**config.mk**
```make
export PLATFORM = sky130hd
export DESIGN_NAME = instr_fetch_flat
export DESIGN_NICKNAME = d
export VERILOG_FILES = /design/src/rtl/fetch_pkg.sv /design/src/rtl/instr_fetch_if.sv /design/src/rtl/instr_fetch.sv /design/src/flat_wrapper.sv
export SDC_FILE = /design/constraint.sdc
export NUM_CORES = 1
export LEC_CHECK = 0
export ABC_AREA = 1
export CAP_MARGIN = 25
export CORE_ASPECT_RATIO = 1.75
export CORE_MARGIN = 2
export CORE_UTILIZATION = 44
export DETAILED_ROUTE_END_ITERATION = 10
export HOLD_SLACK_MARGIN = 0.08
export PLACE_DENSITY_LB_ADDON = 0.15
export RECOVER_POWER = 25
export REMOVE_ABC_BUFFERS = 1
export SLEW_MARGIN = 20
export SYNTH_ARGS = -nofsm -noshare
export SYNTH_HDL_FRONTEND = slang
export SYNTH_SLANG_ARGS = --single-unit
```
**constraint.sdc**
```tcl
create_clock -name i_clk -period 3.7 [get_ports i_clk]
set_input_delay 1.11 -clock i_clk [delete_from_list [all_inputs] [get_ports i_clk]]
set_output_delay 1.11 -clock i_clk [all_outputs]
set_load 0.05 [all_outputs]
```
**src/rtl/fetch_pkg.sv**
```systemverilog
// Shared types and constants for the instruction fetch stage.
package fetch_pkg;

   typedef enum logic [1:0] {
      FETCH = 2'd0,
      WAIT  = 2'd1,
      HOLD  = 2'd2,
      FAULT = 2'd3
   } fetch_state_t;

   localparam int          INSTR_BYTES = 4;
   localparam logic [31:0] NOP         = 32'h00000013;

   function automatic logic is_misaligned(input logic [63:0] addr);
      return addr[1:0] != 2'b00;
   endfunction

endpackage

```
**src/rtl/instr_fetch_if.sv**
```systemverilog
// Fetch-stage bundle: instruction memory port, redirect input and decode handshake.
interface instr_fetch_if;

   logic        o_imem_req;
   logic [63:0] o_imem_addr;
   logic        i_imem_gnt;
   logic        i_imem_rvalid;
   logic [31:0] i_imem_rdata;

   logic        i_redirect;
   logic [63:0] i_redirect_pc;

   logic        o_valid;
   logic        i_ready;
   logic [31:0] o_instr;
   logic [63:0] o_pc;
   logic        o_misaligned;

   modport master (
      output o_imem_req, o_imem_addr,
      input  i_imem_gnt, i_imem_rvalid, i_imem_rdata,
      input  i_redirect, i_redirect_pc,
      output o_valid, o_instr, o_pc, o_misaligned,
      input  i_ready
   );

   modport slave (
      input  o_imem_req, o_imem_addr,
      output i_imem_gnt, i_imem_rvalid, i_imem_rdata,
      output i_redirect, i_redirect_pc,
      input  o_valid, o_instr, o_pc, o_misaligned,
      output i_ready
   );

endinterface

```
**src/rtl/instr_fetch.sv**
```systemverilog
// RV64 instruction fetch: PC, single-outstanding imem request, instruction register
// with valid/ready to decode, and redirect handling with stale-response kill.
import fetch_pkg::*;

module instr_fetch #(
   parameter logic [63:0] RESET_PC = 64'h0
) (
   input logic           i_clk,
   input logic           i_rst_n,
   instr_fetch_if.master bus
);

   fetch_state_t state, state_n;
   logic [63:0]  pc, pc_n;
   logic [63:0]  opc, opc_n;
   logic [31:0]  instr, instr_n;
   logic         valid, valid_n;
   logic         mis, mis_n;
   logic         kill, kill_n;
   logic         tgt_mis;

   assign tgt_mis = is_misaligned(bus.i_redirect_pc);

   always_ff @(posedge i_clk or negedge i_rst_n) begin
      if (!i_rst_n) begin
         state <= FETCH;
         pc    <= RESET_PC;
         opc   <= RESET_PC;
         instr <= 32'h0;
         valid <= 1'b0;
         mis   <= 1'b0;
         kill  <= 1'b0;
      end else begin
         state <= state_n;
         pc    <= pc_n;
         opc   <= opc_n;
         instr <= instr_n;
         valid <= valid_n;
         mis   <= mis_n;
         kill  <= kill_n;
      end
   end

   always_comb begin
      state_n = state;
      pc_n    = pc;
      opc_n   = opc;
      instr_n = instr;
      valid_n = valid;
      mis_n   = mis;
      kill_n  = kill;

      // A redirect always retargets the PC and retires whatever sits in the IR.
      if (bus.i_redirect) begin
         pc_n    = bus.i_redirect_pc;
         valid_n = 1'b0;
         mis_n   = tgt_mis;
      end

      case (state)
         FETCH: begin
            if (bus.i_imem_gnt) begin
               state_n = WAIT;
               if (bus.i_redirect) kill_n = 1'b1;
            end else if (bus.i_redirect && tgt_mis) begin
               state_n = FAULT;
            end
         end
         WAIT: begin
            if (bus.i_redirect) kill_n = 1'b1;
            if (bus.i_imem_rvalid) begin
               // A stale response drains here; a pending misaligned target then faults.
               if (bus.i_redirect || kill) begin
                  kill_n  = 1'b0;
                  state_n = mis_n ? FAULT : FETCH;
               end else begin
                  instr_n = bus.i_imem_rdata;
                  opc_n   = pc;
                  valid_n = 1'b1;
                  state_n = HOLD;
               end
            end
         end
         HOLD: begin
            if (bus.i_redirect) begin
               state_n = tgt_mis ? FAULT : FETCH;
            end else if (bus.i_ready) begin
               pc_n    = pc + 64'(INSTR_BYTES);
               valid_n = 1'b0;
               state_n = FETCH;
            end
         end
         FAULT: begin
            if (bus.i_redirect && !tgt_mis) state_n = FETCH;
         end
         default: state_n = FETCH;
      endcase
   end

   assign bus.o_imem_req   = (state == FETCH);
   assign bus.o_imem_addr  = pc;
   assign bus.o_valid      = valid;
   assign bus.o_instr      = instr;
   assign bus.o_pc         = opc;
   assign bus.o_misaligned = mis;

endmodule

```
**src/flat_wrapper.sv**
```systemverilog
// flat-port wrapper written by rule: the top's interface ports become plain ports
module instr_fetch_flat 
#(
   parameter logic [63:0] RESET_PC = 64'h0
)
  (i_clk, i_rst_n, bus_o_imem_req, bus_o_imem_addr, bus_i_imem_gnt, bus_i_imem_rvalid, bus_i_imem_rdata, bus_i_redirect, bus_i_redirect_pc, bus_o_valid, bus_o_instr, bus_o_pc, bus_o_misaligned, bus_i_ready);
  instr_fetch_if bus_i ();
  input logic i_clk;
  input logic i_rst_n;
  output wire logic [$bits(bus_i.o_imem_req)-1:0] bus_o_imem_req;
  output wire logic [$bits(bus_i.o_imem_addr)-1:0] bus_o_imem_addr;
  input wire logic [$bits(bus_i.i_imem_gnt)-1:0] bus_i_imem_gnt;
  input wire logic [$bits(bus_i.i_imem_rvalid)-1:0] bus_i_imem_rvalid;
  input wire logic [$bits(bus_i.i_imem_rdata)-1:0] bus_i_imem_rdata;
  input wire logic [$bits(bus_i.i_redirect)-1:0] bus_i_redirect;
  input wire logic [$bits(bus_i.i_redirect_pc)-1:0] bus_i_redirect_pc;
  output wire logic [$bits(bus_i.o_valid)-1:0] bus_o_valid;
  output wire logic [$bits(bus_i.o_instr)-1:0] bus_o_instr;
  output wire logic [$bits(bus_i.o_pc)-1:0] bus_o_pc;
  output wire logic [$bits(bus_i.o_misaligned)-1:0] bus_o_misaligned;
  input wire logic [$bits(bus_i.i_ready)-1:0] bus_i_ready;
  assign bus_o_imem_req = bus_i.o_imem_req;
  assign bus_o_imem_addr = bus_i.o_imem_addr;
  assign bus_i.i_imem_gnt = bus_i_imem_gnt;
  assign bus_i.i_imem_rvalid = bus_i_imem_rvalid;
  assign bus_i.i_imem_rdata = bus_i_imem_rdata;
  assign bus_i.i_redirect = bus_i_redirect;
  assign bus_i.i_redirect_pc = bus_i_redirect_pc;
  assign bus_o_valid = bus_i.o_valid;
  assign bus_o_instr = bus_i.o_instr;
  assign bus_o_pc = bus_i.o_pc;
  assign bus_o_misaligned = bus_i.o_misaligned;
  assign bus_i.i_ready = bus_i_ready;
  instr_fetch #(.RESET_PC(RESET_PC)) u_core (.i_clk(i_clk), .i_rst_n(i_rst_n), .bus(bus_i));
endmodule
```
==> After elaboration in Yosys (flattened, before gate mapping) <==
Cells that the tools add are included.
{ "word_totals": {"regBits": 165, "latchBits": 0, "ram_bits": 0, "mem_bits_ro": 0, "in_bits": 102, "out_inout_bits": 163, "wordCells": 53, "mem_count": 0} }
{ "classes": {"add_sub_neg": 1, "n_mul": 0, "div": 0, "magnitude_cmp": 0, "eq_ne": 8, "shifts": 0, "n_mux": 26, "bitwise_logic": 1, "n_reduce_logical": 10} }
{ "op_table": {"columns": ["op", "count"], "rows": [
  ["two-way mux 64 bit", 4],
  ["adder 64 x 3 -> 64 bit, second input constant", 1],
  ["two-way mux 2 bit", 9],
  ["two-way mux 1 bit", 10],
  ["one-hot mux 2 bit (4 select lines)", 1],
  ["== test 2 bit, second input constant", 2],
  ["inequality test 2 x 1 -> 1 bit, second input constant", 2],
  ["one-hot mux 1 bit (2 select lines)", 2],
  ["AND reduction 4 bit", 1],
  ["nonzero test 2 bit", 2],
  ["inequality test 3 x 1 -> 1 bit, second input constant", 1],
  ["inequality test 3 bit, second input constant", 1],
  ["AND reduction 3 bit", 1],
  ["== test 2 x 1 -> 1 bit, second input constant", 1],
  ["logical AND 1 bit", 2],
  ["logical NOT 2 bit", 1],
  ["inequality test 2 bit, second input constant", 1],
  ["AND reduction 2 bit", 1],
  ["logical NOT 1 bit", 1],
  ["logical OR 1 bit", 1],
  ["inverter 1 bit", 1]
]} }

==> Depth between registers and ports, before layout <==
Gate-level depths: netlist (run 1).
{ "logic_depth": {"depth_word": 6, "ltp_mapped": 11, "ltp_nobuf": 11} }

==> Least setup slack after synthesis (run 1) <==
OpenSTA, ideal clock, no wires.
{ "synth_path": {"kind": "input -> register", "startpoint": "in bus_i_redirect", "endpoint": "reg u_core.opc[18] (netlist: u_core.bus.o_pc[18])", "setup_ns": 0.130, "arrival_ns": 1.997, "required_ns": 3.570, "slack_ns": 1.573, "stages": 8, "path_buffers": 2, "path_cell_list": "nor2_1 > inv_1 > nor2_4 > inv_2 > buf_2 > clkbuf_1 > nand2_1 > o21ai_0"} }
{ "synth_between": {"elab_chain_cells": 3} }
{ "synth_rtl": {"columns": ["element", "line_no", "source"], "rows": [
  ["from (decl)", "flat_wrapper.sv:15", "input wire logic [$bits(bus_i.i_redirect)-1:0] bus_i_redirect;"],
  ["logical OR 1 bit", "instr_fetch.sv:73", "if (bus.i_redirect || kill) begin"],
  ["inverter 1 bit (no line)", null, null],
  ["AND reduction 3 bit (no line)", null, null],
  ["to (signal assigned)", "instr_fetch.sv:36", "opc <= opc_n;"],
  ["to (decl)", "instr_fetch.sv:15", "logic [63:0] opc, opc_n;"]
]} }
Every way passes these cells.
A chain may end at the register's enable or synchronous reset.

==> Final worst setup path (run 1) <==
{ "layout_path": {"startpoint": "reg u_core.state[0]", "endpoint": "out bus_o_imem_req"} }
{ "layout_between": {"elab_chain_cells": 1} }
{ "layout_rtl": {"columns": ["element", "line_no", "source"], "rows": [
  ["from (decl)", "instr_fetch.sv:13", "fetch_state_t state, state_n;"],
  ["from (signal assigned)", "instr_fetch.sv:34", "state <= state_n;"],
  ["logical NOT 2 bit", "instr_fetch.sv:100", "assign bus.o_imem_req = (state == FETCH);"],
  ["to (decl)", "flat_wrapper.sv:10", "output wire logic [$bits(bus_i.o_imem_req)-1:0] bus_o_imem_req;"]
]} }
Every way passes these cells.

==> out/metrics.cfg, run 1 <==
[status]
status=finished with violations
violations=capacitance limit, slew limit

[cts]
clkLatencyLatePin_ps=440
clk_pin_slew_ps=60
tritoncts=done
cts.htree.levels=4
clk_path_buf_depth=2
cts_hold_buf=0
cts.sinks=165
clk_root_buffer_cell=clkbuf_16
cts_setup_buffers=0
post_cts_resized=0
cts_buffers=17

[logic_synthesis]
synth.largest_area_cell=dfrtp_1
synth_edf_count=0
synth_cells=1196
synthTopCellsByArea=dfrtp_1 (47%), nand2_1 (18%), o21ai_0 (7.1%)
async_flop_share_pct=100
synth-seq-cells=165
ys_warn_count=0
seq_area_frac_synth_pct=46.7
syn_avg_cell_area_um2=7.40
ys.flop_type=dfrtp_1
yosys.area.top_type_share_pct=46.7
synth_area_mm2=0.00885
yosysUniqueCellTypes=35

[floorplanning]
core-area_mm2=0.0197
ios=265
die_y_um=192
fp.dieArea_mm2=0.0213
rows=68
floorplan.initialDensity_pct=44.8
die_x_um=111

[critical_path]
slowest_stage=clkdlybuf4s50_1
crit_type=reg -> out
crit_chain=inv_1 > ha_1 > clkdlybuf4s50_1
worst-path-buf-inv=2
crit_required_ps=2590
cp_top_family=buffers and inverters
start_kind=register
path_max_fanout=4
critPathMaxStageDelay_ps=810
cp.arrival_ps=1930
crit_path_end_kind=output port

[power_and_ir_drop]
leakagePower_nw=5.53
p_per_area_mw_per_mm2=841
max-vdd-ir-drop_mv=0.559

[placed_design]
gp_congestion=0.918
place_inst=1670
dp_hpwl_um=22900
port_buffers=264
placed_area_mm2=0.0118

[grt]
grt_antenna_before_repair=0
grt_max_degree=79
grtUsageTotal_pct=28.0
first_global_vias=8636
grt_overflow=0
grt_pass1_wl_um=46500

[cells_and_area]
nets=1551
final_cell_mix=nand2_1 (421), clkdlybuf4s50_1 (260), dfrtp_1 (165)
diodes=0
fillers=1825
layoutNonFillerInstCount=1701
drive_gt1_share_pct=5.01
final_common_cell=nand2_1
syn2layout_area_growth_pct=39.4
design_area_mm2=0.0123

[drt]
routedWlPerCell_um=17.3
vias_per_cell=5.11
drtIter0Drc=537
via_count=8686
dr.pass1.iters=5
antenna_left=0
totalWireLength_um=29400
drc=0

[timing]
fin_setup_tns_ps=0
relSlewSlack_pct=-17.7
rsz0062_at_grt=false
fin_worst_skew_ps=8.75
period_share_pct=82.2
hold_viol_final=0
fmax_mhz=329
setup_viol=0
tightest_slew_ps=1760
period_needed_ps=3040
maxSlewViolCount=70

[run]
drv_cap=1

[worst_hold_path]
hp-class=reg -> reg

==> through the flow <==
step	worst slack (ps)	util, %	hold slack [ps]	total power [mW]
6_report	658	62.5	472	10.4
5_1_grt	409	62.5	506	10.9
4_1_cts	628	62.6	474	10.5
3_5_place_dp	1100	59.5	458	8.58
3_3_place_gp	1140	59.5	454	8.52
2_1_floorplan	275	-	454	6.49
==> logic make-up after synthesis <==
family | share of synthesized area (%)
compound gates | 11.6
xor+xnor | 3.46
flops | 46.7
buf+inv | 6.89
simple gates | 30.7
fa+ha+maj | 0.707
==> metal layers <==
layer	up-vias	GRT usage, %	share of wire (%)
met5	-	0	0
met4	0	11.6	3.5
met3	49	5.87	5.1
met2	268	52.6	55
met1	4059	30.3	37
li1	4310	-	-
==> state kept, by name (all words and copies together) (netlist names) <==
| name | cells |
|---|---|
| u_core.state | 2 |
| u_core.bus.o_pc | 64 |
| u_core.bus.o_instr | 32 |
| u_core.bus.o_imem_addr | 64 |
| u_core.bus.o_misaligned | 1 |
| u_core.bus.o_valid | 1 |
| u_core.kill | 1 |
==> worst paths after layout <==
check | startpoint | end | slack, ps | cells after the start
min reg2reg | u_core.bus.o_instr[20] | u_core.bus.o_instr[20] | 470 | 2
max | u_core.state[0] | bus_o_imem_req | 660 | 3
min | u_core.bus.o_instr[20] | u_core.bus.o_instr[20] | 470 | 2
max in group asynchronous | i_rst_n | u_core.bus.o_pc[7] | 860 | 2
min in group asynchronous | i_rst_n | u_core.bus.o_pc[62] | 1130 | 1
max reg2reg | u_core.bus.o_imem_addr[7] | u_core.bus.o_imem_addr[59] | 1510 | 9
==> cell type report <==
type / count / area [µm²] / share of cell area (%)
Sequential cell: 165 / 4130 / 33.5
Multi-Input combinational cell: 876 / 4110 / 33.3
Clock inverter: 11 / 149 / 1.21
Tap cell: 245 / 307 / 2.49
Inverter: 109 / 412 / 3.34
Clock buffer: 20 / 457 / 3.70
Timing Repair Buffer: 275 / 2770 / 22.5
==> synth_stat cells, types with 3 or more instances <==
master      n
dfrtp_1   165
nor3_1      8
xor2_1     35
ha_1        5
buf_2      16
o21ai_1     4
nand2_1   421
nand4_1    16
a31oi_1     7
clkbuf_1   25
a21oi_1     7
o211ai_1   31
nor2_1    128
nand3_1    49
a211oi_1    4
nand2_2     6
nor2_4      8
o21ai_0   126
inv_1     105
nor2_2      7
buf_1       3
==> worst register-to-register path, delay by kind of cell, from the launching register on <==
family | cells | cell delay (ps)
and+or+nand+nor | 7 | 1330
buffers and inverters | 1 | 40
DFF | 1 | 490
AOI/OAI and AO/OA | 1 | 230
==> power by group <==
group	internal, mW	switching (mW)
registers	2.49	0.588
logic	1.72	3.73
clock network	1.10	0.749
Note: power is estimated with default switching activity, not from simulation.
==> run 2, diff against run 1 <==
Settings changed: CORE_UTILIZATION 44 to 43.
Clock period 3.7 ns to 2.7 ns, I/O delays scaled along.
==> out/metrics.cfg, run 2 (synthesis results as in run 1) <==
[cells_and_area]
layoutNonFillerInstCount=1713
diodes=0
final_util_pct=61.4
final_cell_mix=nand2_1 (421), clkdlybuf4s50_1 (261), dfrtp_1 (165)
final_common_cell=nand2_1
nets=1559
drive_gt1_share_pct=5.60
design_area_mm2=0.0125
syn2layout_area_growth_pct=40.8

[placed_design]
gp_congestion=0.933
place_inst=1681
pre_cts_slack_ps=372
dp_hpwl_um=22700
placed_area_mm2=0.0118
port_buffers=264

[cts]
tritoncts=done
clk_root_buffer_cell=clkbuf_16
cts_hold_buf=0
cts.htree.levels=4
clk_pin_slew_ps=70
clkLatencyLatePin_ps=440
cts.sinks=165
cts_setup_buffers=0
clk_path_buf_depth=2
cts_buffers=17

[drt]
routedWlPerCell_um=17.4
drtIter0Drc=581
vias_per_cell=5.08
via_count=8702
dr.pass1.iters=4
antenna_left=0
drc=0
totalWireLength_um=29700

[timing]
tightest_slew_ps=1170
hold_viol_final=0
period_share_pct=97.4
fin_ws_ps=71.4
rsz0062_at_grt=false
fin_setup_tns_ps=0
hold_slack_ps=474
fmax_mhz=380
period_needed_ps=2630
maxSlewViolCount=0
relSlewSlack_pct=21.7
setup_viol=0
fin_worst_skew_ps=7.35

[floorplanning]
fp.dieArea_mm2=0.0218
die_y_um=194
rows=69
floorplan.initialDensity_pct=43.6
core-area_mm2=0.0203
ios=265
die_x_um=112

[power_and_ir_drop]
leakagePower_nw=5.60
max-vdd-ir-drop_mv=0.943
p_per_area_mw_per_mm2=1160
p_total_mw=14.4
swShare_pct=48.3
power_frac_comb_pct=52.1
internal_power_mw=7.47
pwr-share-clk_pct=18.8
p_sw_mw=6.97
power_frac_seq_pct=29.1

[critical_path]
crit_path_end_kind=output port
crit_required_ps=1890
reg2regPathDepth=9
cp_top_family=buffers and inverters
cp.arrival_ps=1820
slowest_stage=clkdlybuf4s50_1
critPathMaxStageDelay_ps=870
cp.depth=1
crit_chain=clkdlybuf4s50_1
worst-path-buf-inv=1
start_kind=register
path_max_fanout=4
crit_type=reg -> out

[worst_hold_path]
hp-class=reg -> reg
min_path_cells=2

[grt]
grt_max_degree=78
grt_antenna_before_repair=0
grt_pass1_wl_um=47100
grtUsageTotal_pct=27.5
grt_overflow=0
first_global_vias=8795

[run]
drv_cap=0

[status]
status=finished, final reports clean

-- run 2: cell count changes in the layout (fill, tap and decap cells not counted), moves of 2 or more --
cell | before | now
clkinvlp_4 | 3 | 1
clkbuf_4 | 0 | 2
dlygate4sd3_1 | 2 | 0
buf_4 | 4 | 11
bufinv_16 | 3 | 5
-- run 2: final timing paths --
path / startpoint / to / slack, ps
setup / recovery: u_core.bus.o_imem_addr[23] / bus_o_imem_addr[23] / 70
hold / removal: u_core.bus.o_instr[7] / u_core.bus.o_instr[7] / 470
setup reg to reg: u_core.bus.o_imem_addr[3] / u_core.bus.o_imem_addr[44] / 660
hold reg to reg: u_core.bus.o_instr[7] / u_core.bus.o_instr[7] / 470
max in group asynchronous: i_rst_n / u_core.bus.o_pc[51] / 520
min in group asynchronous: i_rst_n / u_core.bus.o_pc[62] / 600
-- run 2: tightest hold or removal path, delay by kind of cell, from the launching register on --
kind,cells,cell delay [ps]
flip-flops,1,350
AND/OR/NAND/NOR,2,90
-- run 2: area by class of cell --
type / count / area, µm²
fillers: 1889 / 7830
clock buffers: 20 / 447
well taps: 248 / 310
multi-input cells: 876 / 4110
flip-flops and latches: 165 / 4130
repair buffers: 283 / 2850
clock inverters: 12 / 199
inverters: 109 / 412
-- run 2: timing repair --
action	CTS	global route
endpoints found under the setup margin	1	0
resized for setup	1	0
endpoints found under the hold margin	0	0
-- run 2: layer usage --
| layer | share of wire [%] | up-vias | track usage (%) |
|---|---|---|---|
| met1 | 38 | 4040 | 30.5 |
| met5 | 0 | - | 0 |
| met4 | 4.4 | 0 | 13.0 |
| li1 | - | 4329 | - |
| met2 | 53 | 274 | 49.6 |
| met3 | 5.1 | 59 | 5.66 |
-- run 2: power by group through the flow --
stage / clock network [mW] / logic (mW) / registers, mW
after floorplan: 0 / 1.60 / 7.29
after global placement: 0 / 7.50 / 4.22
after detailed placement: 0 / 7.57 / 4.23
after CTS: 2.74 / 7.59 / 4.21
after global routing: 2.85 / 7.99 / 4.34
final: 2.71 / 7.53 / 4.21
==> run 3, diff against run 2 <==
Settings changed: CORE_MARGIN 2 to not set.
==> out/metrics.cfg, run 3 (synthesis results as in run 1) <==
[timing]
rsz0062_at_grt=false
period_needed_ps=2640
hold_viol_final=0
fin_setup_tns_ps=0
setup_viol=0
fmax_mhz=379
relSlewSlack_pct=10.8
fin_worst_skew_ps=8.86
tightest_slew_ps=1340
period_share_pct=97.7
maxSlewViolCount=0
fin_ws_ps=62.6

[critical_path]
crit_type=reg -> out
cp.arrival_ps=1830
crit_chain=clkdlybuf4s50_1
reg2reg_from=u_core.bus.o_imem_addr[2]
path_max_fanout=4
reg2regPathDepth=10
reg2reg_slack_ps=600
slowest_stage=clkdlybuf4s50_1
worstReg2RegEnd=u_core.bus.o_imem_addr[60]
crit_required_ps=1890
worst-path-buf-inv=1
critPathMaxStageDelay_ps=860
crit_path_end_kind=output port
start_kind=register
cp_top_family=buffers and inverters

[cts]
cts_setup_buffers=0
clkLatencyLatePin_ps=440
tritoncts=done
clk_root_buffer_cell=clkbuf_16
post_cts_resized=1
clk_path_buf_depth=2
cts.sinks=165
clk_pin_slew_ps=70
cts_hold_buf=0
cts_buffers=17
cts.htree.levels=4

[floorplanning]
floorplan.initialDensity_pct=43.8
rows=69
die_x_um=110
ios=265
fp.dieArea_mm2=0.0212
core-area_mm2=0.0202
die_y_um=192

[placed_design]
pre_cts_slack_ps=409
placed_area_mm2=0.0118
port_buffers=264
dp_hpwl_um=22700
gp_congestion=0.961

[power_and_ir_drop]
power_frac_seq_pct=29.0
p_sw_mw=6.96
power_frac_comb_pct=51.5
max-vdd-ir-drop_mv=0.797
pwr-share-clk_pct=19.5
internal_power_mw=7.58
leakagePower_nw=5.61
swShare_pct=47.9
p_per_area_mw_per_mm2=1160

[cells_and_area]
drive_gt1_share_pct=5.47
nets=1556
design_area_mm2=0.0125
final_cell_mix=nand2_1 (421), clkdlybuf4s50_1 (261), dfrtp_1 (165)
fillers=1915
syn2layout_area_growth_pct=41.2
final_common_cell=nand2_1
diodes=0

[grt]
grtUsageTotal_pct=28.3
grt_antenna_before_repair=0
grt_max_degree=78
first_global_vias=8711
grt_pass1_wl_um=46100
grt_overflow=0

[drt]
drt-met1-wl_um=11100
wl_met3_um=1630
drc=0
drtIter0Drc=456
totalWireLength_um=29700
dr.pass1.iters=6
via_count=8739
vias_per_cell=5.11
routedWlPerCell_um=17.3
routed.top_layer=met4
wl_met2_um=15600
antenna_left=0

[run]
drv_cap=0

[status]
status=finished, final reports clean

[worst_hold_path]
holdPathEnd=u_core.bus.o_instr[12]
hp-start=u_core.bus.o_instr[12]
hp-class=reg -> reg
min_path_cells=2

-- run 3: cell types whose count changed in the layout (fill, tap and decap cells not counted), sizes merged --
cell,previous run,this run
clkbuf,23,22
inv,110,108
bufinv,5,6
buf,18,16
clkinvlp,1,2
-- run 3: worst max-delay path by stage --
stage | start | endpoint | slack, ps | depth (start not counted)
finish | u_core.bus.o_imem_addr[23] | bus_o_imem_addr[23] | 60 | 1
global route | u_core.bus.o_imem_addr[51] | bus_o_imem_addr[51] | 30 | 1
CTS | u_core.bus.o_imem_addr[51] | bus_o_imem_addr[51] | 50 | 1
detailed placement | u_core.state[0] | bus_o_imem_req | 410 | 3
global placement | u_core.state[0] | bus_o_imem_req | 440 | 3
floorplan | bus_i_ready | u_core.bus.o_imem_addr[31] | -420 | 6
-- run 3: power by group through the flow --
stage | Clock, mW | Combinational [mW] | Sequential, mW
3_5_place_dp | 0 | 7.55 | 4.23
3_3_place_gp | 0 | 7.48 | 4.23
6_report | 2.83 | 7.50 | 4.22
5_1_grt | 2.97 | 7.94 | 4.33
2_1_floorplan | 0 | 1.60 | 7.29
4_1_cts | 2.88 | 7.56 | 4.22
-- run 3: per-stage QoR --
stage	hold slack, ps	total power [mW]	std cells	util (%)
final	471	14.5	1710	61.8
after global routing	499	15.2	1710	61.8
after CTS	329	14.7	1710	61.9
after detailed placement	458	11.8	1678	58.6
after global placement	455	11.7	1678	58.6
after floorplan	454	8.90	1150	-
-- run 3: metal layers --
| metal | global-route usage (%) | up-vias |
|---|---|---|
| li1 | - | 4315 |
| met1 | 29.9 | 4088 |
| met2 | 52.1 | 277 |
| met3 | 6.50 | 59 |
| met4 | 15.1 | 0 |
| met5 | 0 | - |
-- run 3: area by class of cell --
class                           instances  area, µm²  area share, %
Clock inverter                         12        223           1.78
Clock buffer                           20        457           3.66
Tap cell                              248        310           2.48
Multi-Input combinational cell        876       4110           32.9
Sequential cell                       165       4130           33.1
Inverter                              109        412           3.30
Timing Repair Buffer                  280       2850           22.8
==> RTL change 1, RTL diff (config.mk and constraints of run 2) <==
The 4 states of `fetch_state_t` get a Gray code encoding in 2 bits.
--- a/src/rtl/fetch_pkg.sv
+++ b/src/rtl/fetch_pkg.sv
@@ -4,6 +4,6 @@
    typedef enum logic [1:0] {
-      FETCH = 2'd0,
-      WAIT  = 2'd1,
-      HOLD  = 2'd2,
-      FAULT = 2'd3
+      FETCH = 2'b00,
+      WAIT  = 2'b01,
+      HOLD  = 2'b11,
+      FAULT = 2'b10
    } fetch_state_t;
Function: same outputs for any inputs over 4 cycles, from zero or initial values and one cycle with i_rst_n low; so few cycles prove little.
==> RTL change 1 against run 2 <==
The run now ends with capacitance limit, slew limit left; register-to-register slack got worse by 0.10 ns; synthesized area is 2.5% higher; sequential cell count is the same; via count grew 0.30%; design area grew 1.3%; wire length down 0.41%; setup slack got worse by 0.0093 ns; total power decreased by 7.6%; critical endpoint is now bus_o_imem_addr[28]; largest cell class is now multi-input combinational cells.
==> RTL change 1: results (changes against run 2) <==
largest cells by area after synthesis dfrtp_1, nand2_1, o21ai_0; WP data arrival 1.83 ns; synthesized cell area 9070 um^2 (+2.5%); leakage 5.59 nW (-0.27%); violated checks capacitance limit, slew limit; synth warn 0 (unchanged); RePlAce Congestion 0.935 (+0.30%); Syn Area/Cell 7.73 um^2 (+4.5%); final wirelength 29600 um (-0.41%); TritonCTS Buffers 17 (unchanged); Final Slew Violations 59 (+59); Net Sw Frac 47.5% (-0.74 points); Least-Margin Pin Slew 1.70 ns (+0.527 ns); Buffers on Ports 264 (unchanged); most frequent cells after synthesis nand2_1, dfrtp_1, nor2_1; largest net degree at the start of global routing 89 (+14%); first-pass iteration count of the detailed router 5 (+1); layout cell share with drive strength beyond 1 9.61% (+4.0 points); Final nets 1536 (-1.5%); via/cell ratio 5.14 (+1.2%); Netlist cell types 38 (+8.6%); CP max stage cell clkdlybuf4s50_1; gr usage total 26.8% (-0.72 points); # resized after CTS 0 (-1); Worst Skew 0.00931 ns (+0.00197 ns); delay-heaviest family, CP buffers and inverters; Seq/Total Area, Yosys 45.5% (-1.1 points); CTS root buf clkbuf_16; crit-path max FO 6 (+2); Starting DRT DRC Count 539 (-7.2%); vias in the first global route 8785 (-0.11%); global-route wire length before repair 46400 um (-1.6%); placed instance area 12100 um^2 (+2.1%); met3 Usage GRT 4.76% (-0.90 points); WL met1 11600 um (+3.6%); outcome finished, violations left; routed wl met2 15300 um (-2.3%); met2 Use GR 48.0% (-1.6 points); Cell Count Post-Placement 1666 (-0.89%); Max VDD drop 0.547 mV (-42%); worst slack, placed 0.383 ns (+0.0114 ns); Worst Hold Class flop to flop; met3 WL 1500 um (-2.0%); Post-DP HPWL 22600 um (-0.68%); met1 Use GR 30.5% (+0.047 points); maxcap violations 1 (+1); WL per Instance 17.4 um (+0.47%)
RTL change 1: path summary, 6_finish.rpt:
check | startpoint | end | slack, ns | depth (start not counted)
worst min-delay path | u_core.bus.o_pc[40] | u_core.bus.o_pc[40] | 0.48 | 2
min in group asynchronous | i_rst_n | u_core.bus.o_pc[11] | 0.81 | 1
worst max-delay path | u_core.bus.o_imem_addr[28] | bus_o_imem_addr[28] | 0.06 | 1
worst min register to register | u_core.bus.o_pc[40] | u_core.bus.o_pc[40] | 0.48 | 2
max in group asynchronous | i_rst_n | u_core.bus.o_instr[31] | 0.42 | 2
worst max register to register | u_core.bus.o_imem_addr[2] | u_core.bus.o_imem_addr[32] | 0.56 | 9
RTL change 1: tightest hold or removal path: stages (launching register included):
cell and delay, ns:
dfrtp_1 0.34, nand2_1 0.05, o21ai_0 0.05
RTL change 1: cell families (layout without fill, tap and decap cells):
| logic type | count (synthesis) | count (layout) | share of synthesized area, % |
|---|---|---|---|
| AOI/OAI and AO/OA | 208 | 208 | 12.3 |
| DFF | 165 | 165 | 45.5 |
| xor gates and xnor gates | 29 | 29 | 2.80 |
| muxes | 33 | 33 | 4.10 |
| and+or+nand+nor | 580 | 580 | 28.3 |
| buffers and inverters | 157 | 430 | 6.90 |
| adders and majority gates | 1 | 1 | 0.138 |
RTL change 1: final cells by class:
class,instances,area [um^2]
multi-input cells,851,4320
clock inverters,8,75.1
inverters,112,420
well taps,252,315
clock buffers,24,482
fillers,1955,8230
repair buffers,286,2870
flip-flops and latches,165,4130
RTL change 1: power by group through the flow:
stage	sequential (mW)	clock (mW)	combinational [mW]
after floorplan	7.00	0	1.48
after global placement	4.05	0	6.94
after detailed placement	4.07	0	7.01
after CTS	4.04	2.39	7.02
after global routing	4.14	2.48	7.38
final	4.03	2.34	6.98
==> RTL change 2, RTL diff (config.mk and constraints of run 2) <==
Without the edit above. Make the reset (`i_rst_n`) synchronous in one clocked block.
--- a/src/rtl/instr_fetch.sv
+++ b/src/rtl/instr_fetch.sv
@@ -23,3 +23,3 @@
 
-   always_ff @(posedge i_clk or negedge i_rst_n) begin
+   always_ff @(posedge i_clk) begin
       if (!i_rst_n) begin
Check against the original RTL: differs if i_rst_n is asserted again (counterexample within 4 cycles, from zero or initial values and one cycle with i_rst_n low); with i_rst_n held inactive, the same outputs for 4 cycles.
==> RTL change 2 against run 2 <==
Sequential share of layout area decreased by 6.0 points; critical endpoint is now bus_o_imem_addr[49]; setup slack got worse by 0.011 ns; wire length increased by 7.4%; design area decreased by 2.5%; sequential cell count unchanged; worst hold slack improved by 0.038 ns; synthesized cell count increased by 13%; utilization increased by 0.13 points; synthesized area decreased by 2.3%; critical path type unchanged.
Power is not compared: it rests on default switching activity, and its combinational part moved more than twofold at a synthesized area within 25%.
==> RTL change 2: results (changes against run 2) <==
most frequent cells after synthesis nand2_1, nor2_1, o21ai_0; RePlAce Congestion 0.984 (+5.5%); Syn Area/Cell 6.42 um^2 (-13%); via/cell ratio 5.29 (+4.1%); Register-to-Register Path Depth 10 (+1); Hold Crit Start u_core.bus.o_valid; worst setup path endpoint bus_o_imem_addr[49]; routed wl met2 16700 um (+6.8%); Worst Skew 0.00729 ns (-0.0000584 ns); clock power share 30.1%; non-filler cells, final 1844 (+7.6%); vias in the first global route 9664 (+9.9%); mux contribution to synthesized area 0.116% (+0.12 points); Pint 5.26 mW; worst skew pair latency 0.44 ns (about the same); Post-DP HPWL 24200 um (+6.4%); Seq/Total Area, Yosys 38.2% (-8.5 points); first-pass iteration count of the detailed router 5 (+1); layout cell share with drive strength beyond 1 5.63% (+0.031 points); WL per Instance 17.3 um (-0.26%); reg2reg setup slack 0.29 ns (-0.37 ns); Least-Margin Pin Slew 1.39 ns (+0.213 ns); WHS 0.512 ns (+0.0380 ns); met3 WL 1610 um (+5.7%); Worst Setup SP u_core.bus.o_imem_addr[49]; global-route wire length before repair 50500 um (+7.2%); outcome finished, final reports clean; TritonCTS clock tree built; Netlist cell types 36 (+2.9%); worst slack, placed 0.349 ns (-0.0229 ns); post-synthesis xor/xnor area fraction 0.608% (-2.9 points); reg2reg end u_core.bus.o_imem_addr[15]; largest net degree at the start of global routing 144 (+85%); ys async rst share 0% (-100 points); crit-path max FO 6 (+2); Final nets 1693 (+8.6%); Worst Hold End u_core.bus.o_valid; Adder-Cell Fraction of Synth Area 0.724% (+0.017 points); crit-path max cell delay 0.87 ns (about the same); Primary FF master, synth dfxtp_1; Starting DRT DRC Count 673 (+16%); clock buffer depth 2 (unchanged); gr usage total 29.9% (+2.5 points); minimum clock period 2.64 ns (+0.0111 ns); Compound-Gate Fraction of Synth Area 20.4% (+8.8 points); # H-tree levels 4 (unchanged); FF-to-FF Start u_core.state[0]; largest cells by area after synthesis dfxtp_1, o21ai_0, nand2_1
[RTL change 2: worst min-delay path, delay by kind of cell, from the launching register on]
family	cells	cell delay [ns]
flops	1	0.32
compound gates	1	0.07
simple gates	1	0.07
[RTL change 2: cell type report]
type,instances,area [um^2]
multi-input cells,983,4550
flip-flops and latches,165,3300
fillers,1964,7600
repair buffers,286,2860
clock buffers,22,474
clock inverters,10,145
well taps,245,307
inverters,133,499
[RTL change 2: metal layers]
| layer | vias up | global-route usage, % |
|---|---|---|
| li1 | 4880 | - |
| met1 | 4471 | 31.2 |
| met2 | 324 | 55.7 |
| met3 | 81 | 6.37 |
| met4 | 0 | 16.1 |
| met5 | - | 0 |
[RTL change 2: timing repair]
item	4_1_cts	5_1_grt
setup endpoints to repair	0	1
resized for setup	0	1
setup buffers	0	0
hold buffers	0	0
